==> src/rtl/pwm_define.sv <==
// Shared PWM definitions: timer register map, dead-time defaults and the
// per-channel dead-time FSM state type.
package pwm_define;

    // Timer register map (byte offsets)
    localparam logic [7:0] PWM_REG_CTRL     = 8'h00;
    localparam logic [7:0] PWM_REG_PERIOD   = 8'h04;
    localparam logic [7:0] PWM_REG_DUTY0    = 8'h08;
    localparam logic [7:0] PWM_REG_DEADTIME = 8'h0C;
    localparam logic [7:0] PWM_REG_STATUS   = 8'h10;

    // Default width of the dead-time count
    localparam int DT_WIDTH_DEF = 8;

    // Per-channel dead-time insertion states
    typedef enum logic [2:0] {
        ST_OFF     = 3'd0,
        ST_LOW_ON  = 3'd1,
        ST_DEAD_R  = 3'd2,
        ST_HIGH_ON = 3'd3,
        ST_DEAD_F  = 3'd4
    } dt_state_e;

endpackage

==> src/rtl/dffer.sv <==
// Shared register cell: D flop with load enable and asynchronous
// active-low reset to zero.
module dffer #(
    parameter int W = 1
) (
    input  logic         clk,
    input  logic         rst_n,
    input  logic         en,
    input  logic [W-1:0] d,
    output logic [W-1:0] q
);

    // Capture d only when enabled, clear asynchronously on reset
    always_ff @(posedge clk or negedge rst_n) begin
        if (!rst_n)  q <= '0;
        else if (en) q <= d;
    end

endmodule

==> src/rtl/dffr.sv <==
// Shared register cell: D flop with asynchronous active-low reset to zero.
module dffr #(
    parameter int W = 1
) (
    input  logic         clk,
    input  logic         rst_n,
    input  logic [W-1:0] d,
    output logic [W-1:0] q
);

    // Capture d every cycle, clear asynchronously on reset
    always_ff @(posedge clk or negedge rst_n) begin
        if (!rst_n) q <= '0;
        else        q <= d;
    end

endmodule

==> src/rtl/pwm_dt_ch.sv <==
// One dead-time channel: turns a raw PWM level into complementary
// high/low gate drives with a programmable both-off gap between them.
// Gate outputs come straight from flops loaded with the decode of the
// next state, so they can never glitch and never both be high.
module pwm_dt_ch
    import pwm_define::*;
#(
    parameter int DT_WIDTH = DT_WIDTH_DEF
) (
    input  logic                clk,
    input  logic                rst_n,
    input  logic                en,
    input  logic [DT_WIDTH-1:0] dt,
    input  logic                pwm,
    output logic                pwm_h,
    output logic                pwm_l
);

    localparam logic [DT_WIDTH-1:0] CNT_ONE = DT_WIDTH'(1);

    dt_state_e           state;
    dt_state_e           state_nxt;
    logic [2:0]          state_q;
    logic [DT_WIDTH-1:0] cnt;
    logic [DT_WIDTH-1:0] cnt_d;
    logic                cnt_en;
    logic                h_d;
    logic                l_d;

    dffr #(.W(3)) u_state (
        .clk   (clk),
        .rst_n (rst_n),
        .d     (state_nxt),
        .q     (state_q)
    );

    assign state = dt_state_e'(state_q);

    dffer #(.W(DT_WIDTH)) u_cnt (
        .clk   (clk),
        .rst_n (rst_n),
        .en    (cnt_en),
        .d     (cnt_d),
        .q     (cnt)
    );

    dffr #(.W(1)) u_h (
        .clk   (clk),
        .rst_n (rst_n),
        .d     (h_d),
        .q     (pwm_h)
    );

    dffr #(.W(1)) u_l (
        .clk   (clk),
        .rst_n (rst_n),
        .d     (l_d),
        .q     (pwm_l)
    );

    // Next state and counter control; disable overrides everything.
    // dt is only sampled when a dead interval is loaded, so a change while
    // counting applies to the following transition.
    always_comb begin
        state_nxt = state;
        cnt_en    = 1'b0;
        cnt_d     = '0;
        if (!en) begin
            state_nxt = ST_OFF;
            cnt_en    = 1'b1;
        end else begin
            case (state)
                ST_OFF: state_nxt = ST_LOW_ON;
                ST_LOW_ON: begin
                    if (pwm) begin
                        if (dt == '0) begin
                            state_nxt = ST_HIGH_ON;
                        end else begin
                            state_nxt = ST_DEAD_R;
                            cnt_en    = 1'b1;
                            cnt_d     = dt - CNT_ONE;
                        end
                    end
                end
                ST_DEAD_R: begin
                    if (!pwm) begin
                        state_nxt = ST_LOW_ON;
                    end else if (cnt == '0) begin
                        state_nxt = ST_HIGH_ON;
                    end else begin
                        cnt_en = 1'b1;
                        cnt_d  = cnt - CNT_ONE;
                    end
                end
                ST_HIGH_ON: begin
                    if (!pwm) begin
                        if (dt == '0) begin
                            state_nxt = ST_LOW_ON;
                        end else begin
                            state_nxt = ST_DEAD_F;
                            cnt_en    = 1'b1;
                            cnt_d     = dt - CNT_ONE;
                        end
                    end
                end
                ST_DEAD_F: begin
                    if (pwm) begin
                        state_nxt = ST_HIGH_ON;
                    end else if (cnt == '0) begin
                        state_nxt = ST_LOW_ON;
                    end else begin
                        cnt_en = 1'b1;
                        cnt_d  = cnt - CNT_ONE;
                    end
                end
                default: state_nxt = ST_OFF;
            endcase
        end
    end

    // Gate drive decode of the next state, registered by the output flops
    always_comb begin
        h_d = (state_nxt == ST_HIGH_ON);
        l_d = (state_nxt == ST_LOW_ON);
    end

endmodule

==> src/rtl/pwm_deadtime.sv <==
// Multi-channel dead-time inserter between a PWM timer and gate drivers.
// Optional feature: define PWM_DT_BRK_EN to add a latched break input
// (brk_i / brk_clr_i / brk_o) that forces every channel off until cleared.
module pwm_deadtime
    import pwm_define::*;
#(
    parameter int CH_NUM   = 4,
    parameter int DT_WIDTH = DT_WIDTH_DEF
) (
    input  logic                clk_i,
    input  logic                rst_n_i,
    input  logic                en_i,
    input  logic [DT_WIDTH-1:0] dt_i,
    input  logic [CH_NUM-1:0]   pwm_i,
`ifdef PWM_DT_BRK_EN
    input  logic                brk_i,
    input  logic                brk_clr_i,
    output logic                brk_o,
`endif
    output logic [CH_NUM-1:0]   pwm_h_o,
    output logic [CH_NUM-1:0]   pwm_l_o
);

    logic ch_en;

`ifdef PWM_DT_BRK_EN
    logic brk_d;

    // Break latch: set wins over clear, clear only acts with break released
    always_comb begin
        brk_d = brk_i | (brk_o & ~brk_clr_i);
    end

    dffr #(.W(1)) u_brk (
        .clk   (clk_i),
        .rst_n (rst_n_i),
        .d     (brk_d),
        .q     (brk_o)
    );

    // A live or latched break holds every channel in OFF
    assign ch_en = en_i & ~brk_o & ~brk_i;
`else
    assign ch_en = en_i;
`endif

    for (genvar i = 0; i < CH_NUM; i++) begin : g_ch
        pwm_dt_ch #(.DT_WIDTH(DT_WIDTH)) u_ch (
            .clk   (clk_i),
            .rst_n (rst_n_i),
            .en    (ch_en),
            .dt    (dt_i),
            .pwm   (pwm_i[i]),
            .pwm_h (pwm_h_o[i]),
            .pwm_l (pwm_l_o[i])
        );
    end

endmodule

==> config.mk <==
export PLATFORM = sky130hd
export DESIGN_NAME = pwm_deadtime
export DESIGN_NICKNAME = d
export VERILOG_FILES = /design/src/rtl/pwm_define.sv /design/src/rtl/dffer.sv /design/src/rtl/dffr.sv /design/src/rtl/pwm_dt_ch.sv /design/src/rtl/pwm_deadtime.sv
export SDC_FILE = /design/constraint.sdc
export NUM_CORES = 1
export LEC_CHECK = 0
export ABC_AREA = 1
export CORE_UTILIZATION = 65
export CTS_CLUSTER_DIAMETER = 60
export CTS_CLUSTER_SIZE = 20
export DETAILED_ROUTE_END_ITERATION = 10
export PLACE_DENSITY = 0.95
export SLEW_MARGIN = 20
export SYNTH_ARGS = -nofsm -noshare
export SYNTH_HDL_FRONTEND = slang
export SYNTH_SLANG_ARGS = --single-unit
==> constraint.sdc <==
create_clock -name clk_i -period 2.5 [get_ports clk_i]
set_clock_uncertainty 0.1 [all_clocks]
set_input_delay 0.25 -clock clk_i [delete_from_list [all_inputs] [get_ports clk_i]]
set_output_delay 0.25 -clock clk_i [all_outputs]
set_load 0.02 [all_outputs]
Word-level counts from Yosys, hierarchy flattened
Index checks and enable logic that the tools add are counted.
{"block": "totals", "out_inout_bits": 8, "word_cells": 146, "reg_bits": 52, "input_bits": 15}
{"block": "op_classes", "addsub": 5, "muxes": 92, "reduce_logical": 9, "eq_ne": 24}
{"cell": "two-way mux 8 bit", "count": 25}
{"cell": "one-hot mux 8 bit (4 select lines)", "count": 4}
{"cell": "two-way mux 3 bit", "count": 29}
{"cell": "one-hot mux 3 bit (5 select lines)", "count": 4}
{"cell": "logical NOT 8 bit", "count": 5}
{"cell": "subtractor 8 x 1 -> 8 bit, second input constant", "count": 5}
{"cell": "== test 3 x 2 -> 1 bit, second input constant", "count": 12}
{"cell": "two-way mux 1 bit", "count": 26}
{"cell": "== test 3 x 1 -> 1 bit, second input constant", "count": 8}
{"cell": "one-hot mux 1 bit (4 select lines)", "count": 4}
{"cell": "== test 3 bit, second input constant", "count": 4}
{"cell": "logical NOT 3 bit", "count": 4}

Logic depth before layout (Yosys ltp)
{"block": "logic_depth", "depth_word": 6, "mapped_depth": 12, "ltp_nobuf": 12}

Cells and area by module
From an unflattened synthesis, not the netlist that was laid out.
{"block": "hier_totals", "hier_cells": 656, "area_unflattened_um2": 4354.2}
{"module": "dffer", "cells_each": 34, "area_per_inst_um2": 305.3, "seq_area_each_um2": 200.2, "instances": 4}
{"module": "pwm_dt_ch at g_ch[0].u_ch", "cells_each": 125, "area_per_inst_um2": 676.9, "seq_area_each_um2": 0.0, "instances": 1}
{"module": "pwm_dt_ch at g_ch[2].u_ch", "cells_each": 125, "area_per_inst_um2": 668.1, "seq_area_each_um2": 0.0, "instances": 1}
{"module": "pwm_dt_ch at g_ch[1].u_ch", "cells_each": 126, "area_per_inst_um2": 653.1, "seq_area_each_um2": 0.0, "instances": 1}
{"module": "pwm_dt_ch at g_ch[3].u_ch", "cells_each": 124, "area_per_inst_um2": 634.4, "seq_area_each_um2": 0.0, "instances": 1}
{"module": "dffr at g_ch[0].u_ch.u_state ...", "cells_each": 3, "area_per_inst_um2": 75.1, "seq_area_each_um2": 75.1, "instances": 4}
{"module": "dffr at g_ch[0].u_ch.u_h ...", "cells_each": 1, "area_per_inst_um2": 25.0, "seq_area_each_um2": 25.0, "instances": 8}

Worst setup path after synthesis
Ideal clock, no wire load.
{"block": "synth_path", "kind": "register to register", "from": "register g_ch[1].u_ch.u_cnt.q[0]", "to": "register g_ch[1].u_ch.u_cnt.q[5]", "arrival_time_ns": 1.312, "n_path_buf": 0, "t_required_ns": 2.282, "setup_slack_ns": 0.970, "path_stages_with_launch": 12, "cell_sequence": "dfrtp_1 -> inv_1 -> ha_1 -> nand2_1 -> nor2_1 -> nand2_1 -> nand3_1 -> nand2_1 -> nand2_1 -> nand2_1 -> nand2_1 -> nand2_1"}
{"block": "synth_via", "elab_chain_len": 5, "word_cells_on_any_way": 12, "cone_classes": "add/sub (1); mux (10); reduce/logical (1)"}
{"item": "from (decl)", "line": "dffer.sv:10", "source": "output logic [W-1:0] q"}
{"item": "from (signal assigned)", "line": "dffer.sv:15", "source": "if (!rst_n) q <= '0;"}
{"item": "from (signal assigned)", "line": "dffer.sv:16", "source": "else if (en) q <= d;"}
{"item": "subtractor 8 x 1 -> 8 bit or logical NOT 8 bit (tied branches)"}
{"item": "two-way mux 8 bit or two-way mux 1 bit (tied branches)", "line": "pwm_dt_ch.sv:88, pwm_dt_ch.sv:109"}
{"item": "two-way mux 8 bit, or another cell as far along", "line": "pwm_dt_ch.sv:107", "source": "if (pwm) begin"}
{"item": "one-hot mux 8 bit (4 select lines) or one-hot mux 1 bit (4 select lines) (tied branches)", "line": "pwm_dt_ch.sv:72", "source": "case (state)"}
{"item": "two-way mux 8 bit or two-way mux 1 bit (tied branches)", "line": "pwm_dt_ch.sv:68", "source": "if (!en) begin"}
Several ways; a longest one is shown, not always the timed one.
A chain may end at the register's enable or synchronous reset.

Worst setup path in the final report
{"block": "layout_path", "from": "input port dt_i[0]", "to": "register g_ch[2].u_ch.u_cnt.q[2]"}
{"block": "layout_via", "elab_chain_len": 5, "word_cells_on_any_way": 12, "cone_classes": "add/sub (1); mux (10); reduce/logical (1)"}
{"item": "from (decl)", "line": "pwm_deadtime.sv:13", "source": "input logic [DT_WIDTH-1:0] dt_i,"}
{"item": "subtractor 8 x 1 -> 8 bit or logical NOT 8 bit (tied branches)"}
{"item": "two-way mux 8 bit or two-way mux 1 bit (tied branches)", "line": "pwm_dt_ch.sv:76, pwm_dt_ch.sv:97"}
{"item": "two-way mux 8 bit, or another cell as far along", "line": "pwm_dt_ch.sv:96", "source": "if (!pwm) begin"}
{"item": "one-hot mux 8 bit (4 select lines) or one-hot mux 1 bit (4 select lines) (tied branches)", "line": "pwm_dt_ch.sv:72"}
{"item": "two-way mux 8 bit or two-way mux 1 bit (tied branches)", "line": "pwm_dt_ch.sv:68"}
{"item": "to (signal assigned)", "line": "dffer.sv:15"}
{"item": "to (signal assigned)", "line": "dffer.sv:16"}
{"item": "to (decl)", "line": "dffer.sv:10"}
Several ways; a longest one is shown, not always the timed one.

==> metrics <==
Switching Power a little over 0.8 mW; nets@finish about 650; DIE WIDTH just over 80 um; peak supply drop 346.0 uV; vias in the first global route between 3000 and 4000; ys async rst share between 90% and 100%; Core Region about 6000 um^2; Critical Path Fanout Max 8; CP Launch Type input pin; first-pass GRT wire length about 16000 um; WL final slightly below 10000 um; maxcap violations 0; Initial Util between 60% and 70%; area leader, netlist dfrtp_1; sequential area share after synthesis 31.91%; WL/cell 13.79 um; sequential power share a little over two fifths; CP delay by family, top simple AND/OR/NAND/NOR gates; DRC violations left 0; most common cell after layout, fill and taps aside nand2_1; switching share of power approximately 37%; Combinational Power Share 34.1%; Least-Margin Pin Slew roughly 680 ps; critical path class in2reg; Crit. End Element register; Power Density 506.5 nW/um^2; EDFF count, synth 0; Die Area approximately 6600 um^2; Final setup viols 0; ratio of cells with drive above 1 in the final layout 9.823%; Critical Path Stages 10; initial antenna violation count 0; post-CTS resize count 0; Via-to-Cell Ratio about 5.7; initial drt markers 328; Finished Cell Area 4395 um^2; port buffer count 22; Post-Place Cells 687; GPL Wtd Cong 0.9260; RSZ-0062 raised after global routing false; Max Root-Sink Buffers 2; Post-Syn Instances between 600 and 700; H-tree depth 2; CTS tree built; post-synth top area share 31.91%; hold path cells 3; DPL Wire Length between 6000 and 7000 um; Worst path max stage delay about 400 ps; fin. max-slew vios 0; largest net degree at the start of global routing just under 70; Internal Power approximately 1.4 mW; Overflow after GRT 0; Crit path arrival time slightly above 2000 ps; cts bufs inserted 5; Slew HR a little over half; slowest CP cell clkdlybuf4s50_1; final non-filler cell total 696; P&R area growth vs syn 7.794%; crit-path cells clkdlybuf4s50_1 -> inv_1 -> ha_1 -> nand2_4 -> nor2_4 -> nor2_1 -> nand2_1 -> nand2_1 -> o21ai_0 -> nand2_1; Synth cell types 32; Area after DPL 4292 um^2; Clock transition at path regs approximately 100 ps; clock sinks 52; Leak ~2.4 nW; Yosys warning count 0; worst path buffer plus inverter count 2; f_max ~520 MHz; setup_tns 0 ps; Worst Hold Class in2reg; Mapped Avg Cell Area a little under 7 um^2; outcome complete, no violations; # diodes 0; period utilisation layout just under 80%; Die Ht between 80 and 90 um; most frequent cells in the layout 240 x nand2_1, 64 x inv_1, 57 x nor2_1, 52 x dfrtp_1, 40 x nand4_1; Crit path required time between 2000 and 3000 ps; antenna violation net count after detailed routing 0; clock power share between 20 and 25%; Worst-Skew Late Latency between 300 and 400 ps; Top FF cell, synth dfrtp_1; Post-Syn Area 4078 um^2; total number of vias a little under 4000; FF+latch count, synth 52; I/O pin total 23; fin crit period about 1900 ps; total iterations of the first detailed-routing run 5; GRT Total Usage about 31%; R2R cell count 11; CTS root buffer clkbuf_8; most used cell, CP nand2_1; Hold Fails Final Rpt 0; Cell Rows 28; ranking of synthesized cells by area dfrtp_1 32%, nand2_1 22%, nand4_1 6.1%; synthesized net count between 600 and 700
per-stage QoR:
step	total power, mW	hold slack (ps)	util, %	worst slack (ps)
detailed placement	1.711	309.8	71.64	312.4
global route	2.368	377.8	73.37	514.2
finish	2.226	354.9	73.37	560.8
CTS	2.223	352.8	73.37	619.9
global placement	1.675	301.7	71.64	407.1
floorplan	1.532	-145.6	-	970.2
cells in the mapped netlist, types with 6 or more instances:
| cell type | instances |
|---|---|
| nand2_1 | 240 |
| xor2_1 | 15 |
| buf_4 | 8 |
| buf_2 | 6 |
| nor3_1 | 7 |
| nand4_1 | 40 |
| nor2_1 | 57 |
| nand2_4 | 14 |
| ha_1 | 10 |
| nand3_1 | 25 |
| o21ai_0 | 14 |
| inv_1 | 64 |
| xnor2_1 | 7 |
| dfrtp_1 | 52 |
| nand2_2 | 11 |
cells by family after synthesis:
kind of cell,after synthesis,synth area share [%]
simple gates,410,47.59
flops,52,31.91
compound gates,20,2.639
xor+xnor,23,5.125
buf+inv,89,9.665
fa+ha+maj,10,3.068
final cells by class:
type / count / area [um^2]
Multi-Input combinational cell: 463 / 2382
Sequential cell: 52 / 1301
Clock inverter: 1 / 7.507
Fill cell: 438 / 1595
Timing Repair Buffer: 25 / 235.2
Tap cell: 75 / 93.84
Inverter: 73 / 289.0
Clock buffer: 7 / 86.33
power by group through the flow:
stage	Sequential, mW	Clock, mW	Combinational (mW)
floorplan	0.960	0	0.572
global placement	0.970	0	0.705
detailed placement	0.971	0	0.740
CTS	0.955	0.520	0.748
global route	0.965	0.550	0.854
finish	0.957	0.510	0.760
flip-flops by register name, indices dropped and copies added (netlist names):
name / count
g_ch.u_ch.u_l.q: 4
g_ch.u_ch.u_state.q: 12
g_ch.u_ch.u_cnt.q: 32
g_ch.u_ch.u_h.q: 4
worst register-to-register path: stages (launching register included):
cell     delay [ps]
dfrtp_1         390
inv_1           140
ha_1            200
nand2_1          60
nor2_1           90
nand2_1         110
nand3_1         140
nand2_1         200
nand2_1         120
nand2_1          60
nand2_1          60
nand2_1          60
worst paths after layout:
| kind | slack [ps] | to | startpoint |
|---|---|---|---|
| setup / recovery | 560 | g_ch[2].u_ch.u_cnt.q[2] | dt_i[0] |
| hold / removal | 350 | g_ch[1].u_ch.u_state.q[2] | en_i |
| setup reg to reg | 690 | g_ch[1].u_ch.u_cnt.q[5] | g_ch[1].u_ch.u_cnt.q[0] |
| hold reg to reg | 440 | g_ch[1].u_ch.u_cnt.q[0] | g_ch[1].u_ch.u_cnt.q[0] |
| max in group asynchronous | 1350 | g_ch[1].u_ch.u_state.q[1] | rst_n_i |
| min in group asynchronous | 470 | g_ch[2].u_ch.u_h.q | rst_n_i |
what timing repair did:
item | CTS | global route
setup buffers | 0 | 0
hold buffers | 1 | 0
hold endpoints to repair | 52 | 0
setup endpoints to repair | 0 | 0
metal layers:
layer / global-route usage [%] / vias up / wire, um
met5: 0 / - / 0
met4: 13.39 / 0 / 238
met3: 4.045 / 22 / 672
met2: 55.80 / 196 / 4708
met1: 36.62 / 1826 / 3982
li1: - / 1922 / -
(Power assumes the default switching activity.)
